===== config.mk =====
export PLATFORM = sky130hd
export DESIGN_NAME = bsg_fsb_node_iso_ctrl_fsb_domain
export DESIGN_NICKNAME = d
export VERILOG_FILES = /design/src/rtl/bsg_fsb_node_iso_ctrl_fsb_domain.sv
export SDC_FILE = /design/constraint.sdc
export NUM_CORES = 1
export LEC_CHECK = 0
export ABC_AREA = 1
export BUFFER_PORTS_ARGS = -buffer_cell sky130_fd_sc_hd__buf_2
export CAP_MARGIN = 10
export CORE_MARGIN = 5
export CORE_UTILIZATION = 30
export CTS_CLUSTER_DIAMETER = 60
export CTS_CLUSTER_SIZE = 16
export DETAILED_ROUTE_END_ITERATION = 12
export PLACE_DENSITY_LB_ADDON = 0.1
export SYNTH_ARGS = -nofsm -noshare
export SYNTH_HDL_FRONTEND = slang
export SYNTH_SLANG_ARGS = --single-unit
export TNS_END_PERCENT = 50

===== constraint.sdc =====
create_clock -name clk_i -period 5.85 [get_ports clk_i]
set_input_delay 0.585 -clock clk_i [delete_from_list [all_inputs] [get_ports clk_i]]
set_output_delay 0.585 -clock clk_i [all_outputs]
set_load 0.01 [all_outputs]

===== src/rtl/bsg_fsb_node_iso_ctrl_fsb_domain.sv =====
// bsg_fsb_node_iso_ctrl_fsb_domain: FSB-side level-shifter enable, isolation sequencing and drain FIFO
module bsg_fsb_node_iso_ctrl_fsb_domain #(
  parameter int width_p       = 80,
  parameter int wake_cycles_p = 4
) (
  input  logic               clk_i,
  input  logic               reset_i,
  input  logic               iso_req_i,
  output logic               en_ls_o,
  output logic               iso_ack_o,
  input  logic               node_v_i,
  input  logic [width_p-1:0] node_data_i,
  output logic               node_ready_o,
  output logic               fsb_v_o,
  output logic [width_p-1:0] fsb_data_o,
  input  logic               fsb_ready_i,
  input  logic               fsb_v_i,
  input  logic [width_p-1:0] fsb_data_i,
  output logic               fsb_yumi_o,
  output logic               node_v_o,
  output logic [width_p-1:0] node_data_o,
  input  logic               node_yumi_i
);
  localparam int cw = wake_cycles_p > 1 ? $clog2(wake_cycles_p) : 1;
  typedef enum logic [1:0] {ISOLATED, WAKE, ACTIVE, DRAIN} state_e;
  state_e state, state_n;
  logic [cw-1:0] cnt, cnt_n;
  logic [width_p-1:0] mem [2];
  logic rd_ptr, wr_ptr;
  logic [1:0] count;
  logic en_ls_q, iso_ack_q;
  logic act, empty, full, enq, deq, wake_done;
  assign act          = state == ACTIVE;
  assign empty        = count == 2'd0;
  assign full         = count == 2'd2;
  assign wake_done    = cnt == cw'(wake_cycles_p - 1);
  assign node_ready_o = act & !full;
  assign fsb_v_o      = !empty;
  assign fsb_data_o   = mem[rd_ptr];
  assign enq          = node_v_i & node_ready_o;
  assign deq          = fsb_v_o & fsb_ready_i;
  assign node_v_o     = act & fsb_v_i;
  assign node_data_o  = act ? fsb_data_i : '0;
  assign fsb_yumi_o   = act & node_yumi_i;
  assign en_ls_o      = en_ls_q;
  assign iso_ack_o    = iso_ack_q;
  always_comb begin
    state_n = state;
    cnt_n   = cnt;
    case (state)
      ISOLATED: begin
        state_n = iso_req_i ? ISOLATED : WAKE;
        cnt_n   = '0;
      end
      WAKE: begin
        state_n = iso_req_i ? ISOLATED : (wake_done ? ACTIVE : WAKE);
        cnt_n   = cnt + cw'(1);
      end
      ACTIVE:  state_n = iso_req_i ? DRAIN : ACTIVE;
      DRAIN:   state_n = empty ? ISOLATED : DRAIN;
      default: state_n = ISOLATED;
    endcase
  end
  // enable and ack are flopped from the next state so they never glitch
  always_ff @(posedge clk_i) begin
    if (reset_i) begin
      state     <= ISOLATED;
      cnt       <= '0;
      rd_ptr    <= 1'b0;
      wr_ptr    <= 1'b0;
      count     <= 2'd0;
      en_ls_q   <= 1'b0;
      iso_ack_q <= 1'b1;
    end else begin
      state     <= state_n;
      cnt       <= cnt_n;
      en_ls_q   <= state_n != ISOLATED;
      iso_ack_q <= state_n == ISOLATED;
      if (enq) wr_ptr <= ~wr_ptr;
      if (deq) rd_ptr <= ~rd_ptr;
      count     <= count + 2'(enq) - 2'(deq);
    end
  end
  always_ff @(posedge clk_i)
    if (enq) mem[wr_ptr] <= node_data_i;
  assert property (@(posedge clk_i) disable iff (reset_i) node_yumi_i |-> node_v_o)
    else $error("node_yumi_i asserted without node_v_o");
endmodule


==> impl_metrics.yaml <==
logic_synthesis:
  yosys.area_share.simple: 0.114
  yosysTopAreaCell: "edfxtp_1"
  syn_avg_cell_area_um2: 15.0
  synth_mux_area_frac: 0.122
  synth_compound_area_frac: 0.00407
  synth_warnings: 0
  seq_area_frac_synth: 0.681
  yosys_register_bits: 171
  synth_xor_area_frac: 0.00119
  ys_types: 20
  syn_area_um2: 7370
  synth_fa_ha_area_frac: 0.00509
  synth_top_area_frac: 0.652
  synthCells: 492
  syn_nets: 662
  synth_top_family_by_area: "multiplexers"
  yosys-top-cells-area: "edfxtp_1, mux2_2, nor2_4"
sta:
  skew_ns: 0.00751
  hold_viol: 0
  fin_crit_sh: 0.495
  rsz0062_at_grt: "no"
  drv_slew: 0
  finalSetupViolations: 0
  min_period_ns: 2.89
  fmax_mhz: 346
  slew_headroom: 0.195
  worst_pin_slew_ns: 1.21
  fin_tns_setup_ns: 0
worst_setup_path:
  crit_arrival_ns: 2.31
  crit_type: "reg2out"
  start_kind: "register"
  cp-end-kind: "primary output"
  critPathMaxFanout: 42
  r2r_start: "state[1]$_SDFF_PP0_"
  r2r.worst_path.cells: 5
  timing.rr.end: "mem[0][65]$_DFFE_PP_"
  worst_ep_required_time_ns: 5.27
  rrSetupSlack_ns: 3.05
global_routing:
  antenna_found_initial: 5
  grt_first_pass_wirelength_um: 27700
  grt_max_degree: 86
  grt_pass1_vias: 5121
  grt-ovfl-total: 0
  grt_util_all_layers: 0.126
job:
  max_cap_viol_count: 0
clock_network:
  cts_tree: "done"
  ctsHtreeMaxLevel: 4
  clock-root-buffer: "clkbuf_16"
  insertion_delay_ns: 0.42
  cts_buffers: 17
  hold_buffers: 0
  cts_resized: 0
  cts_sinks: 171
  path_clk_slew_ns: 0.07
  cts_max_path_buffers: 2
  post-cts-setup-buffer-count: 0
detailed_routing:
  vias: 4767
  drt-total-wl_um: 18000
  met3_length_um: 1600
  drt-met1-wl_um: 6870
  routedWlPerCell_um: 15.4
  drt_pre_antenna_iters: 5
  drt_iter0_markers: 170
  drc: 0
  final_antenna_net_count: 0
  drt-vias-per-instance: 4.09
  wl_met2_um: 9160
  highest-signal-layer: "met5"
cells_and_area:
  final_common_cell: "buf_2"
  finalNetCount: 998
  drive_gt1_frac: 0.598
  syn_to_final_growth_pct: 34.4
  final_area_um2: 9910
  final_cell_mix: "buf_2, edfxtp_1, inv_1"
pwr:
  leakagePower_uw: 0.00438
  ir_worst_vdd_uv: 194
  power_density_nw_per_um2: 277
floorplan:
  die_area_um2: 27800
  rows: 57
  fp.dieW_um: 167
  core-area_um2: 24200
  fp.dieH_um: 167
  start_util: 0.304
  io_pins: 333
place:
  dp.final_hpwl_um: 13300
  gp_congestion: 0.931
  portBuffers: 332
  dpl_cell_area_um2: 9310
outcome:
  status: "completed"
hold_path:
  worstHoldStart: "node_data_i[0]"
  worstHoldPathType: "in2reg"
  min_path_cells: 1
  holdPathEnd: "mem[0][0]$_DFFE_PP_"
==> routing by layer <==
layer / up-vias / global-route usage
li1: 2315 / -
met1: 2226 / 0.141
met2: 189 / 0.221
met3: 27 / 0.0521
met4: 10 / 0.0398
met5: - / 0
==> worst max-delay path, cell delays in order, from the launching register on <==
cell and delay [ns]:
dfxtp_4 0.69, buf_4 0.58, mux2_2 0.42, buf_2 0.14
==> Yosys cell counts <==
library cell / number
edfxtp_1: 160
inv_1: 94
mux2_2: 80
nor2_4: 51
nor2_1: 41
nand2_1: 19
buf_2: 12
dfxtp_1: 11
buf_12: 5
nand3_1: 4
a21oi_1: 3
ha_1: 3
inv_2: 2
buf_6: 1
nand3b_1: 1
nand4_1: 1
nor3b_1: 1
o211ai_1: 1
o21a_1: 1
xor2_1: 1
==> cell families after synthesis <==
kind of cell             count (synthesis)
buffers and inverters                  114
adder cells (fa/ha/maj)                  3
AND/OR/NAND/NOR                        118
multiplexers                            80
XOR/XNOR                                 1
flip-flops                             171
AO/OA/AOI/OAI                            5
==> stage by stage <==
step                power (µW)  utilization  hold WS [ns]  std cells  setup slack (ns)
finish                    2740        0.409         0.344       1166              2.96
detailed placement        1650        0.384         0.463       1133              2.94
global placement          1650        0.384         0.462       1133              2.99
global route              2860        0.409         0.320       1165              2.79
floorplan                 1520            -         0.434        492              1.28
CTS                       2790        0.409         0.312       1165              2.84
==> state kept, by name, summed over array words and instances (netlist names), named ones only <==
| name | cells |
|---|---|
| state | 2 |
| iso_ack_o | 1 |
| wr_ptr | 1 |
| en_ls_o | 1 |
| mem | 160 |
| cnt | 2 |
| count | 2 |
| rd_ptr | 1 |
==> power breakdown <==
part | total [µW] | internal (µW) | leakage, µW | switching, µW
sequential | 1360 | 1340 | 0.00153 | 19.7
clock | 1120 | 612 | 0.000293 | 511
combinational | 260 | 135 | 0.00256 | 125
total | 2740 | 2090 | 0.00438 | 656
==> final cells by class <==
class | count | area (µm²)
tap | 324 | 405
timing repair buffer | 335 | 1680
sequential | 171 | 5030
inverter | 96 | 367
clock buffer | 17 | 425
clock inverter | 15 | 170
multi-input combinational | 207 | 1830
fill | 2302 | 14300
antenna | 1 | 2.50
==> worst max path at each step <==
stage | startpoint | cells past startpoint | slack [ns] | endpoint
finish | register | 3 | 2.96 | fsb_data_o[69]
global route | state[1]$_SDFF_PP0_ | 5 | 2.79 | mem[0][65]$_DFFE_PP_
CTS | register | 3 | 2.84 | fsb_data_o[54]
detailed placement | node_v_i | 4 | 2.94 | mem[0][13]$_DFFE_PP_
global placement | node_v_i | 4 | 2.99 | mem[0][72]$_DFFE_PP_
floorplan | node_v_i | 2 | 1.28 | mem[0][0]$_DFFE_PP_
Note: power is estimated with default switching activity, not from simulation.
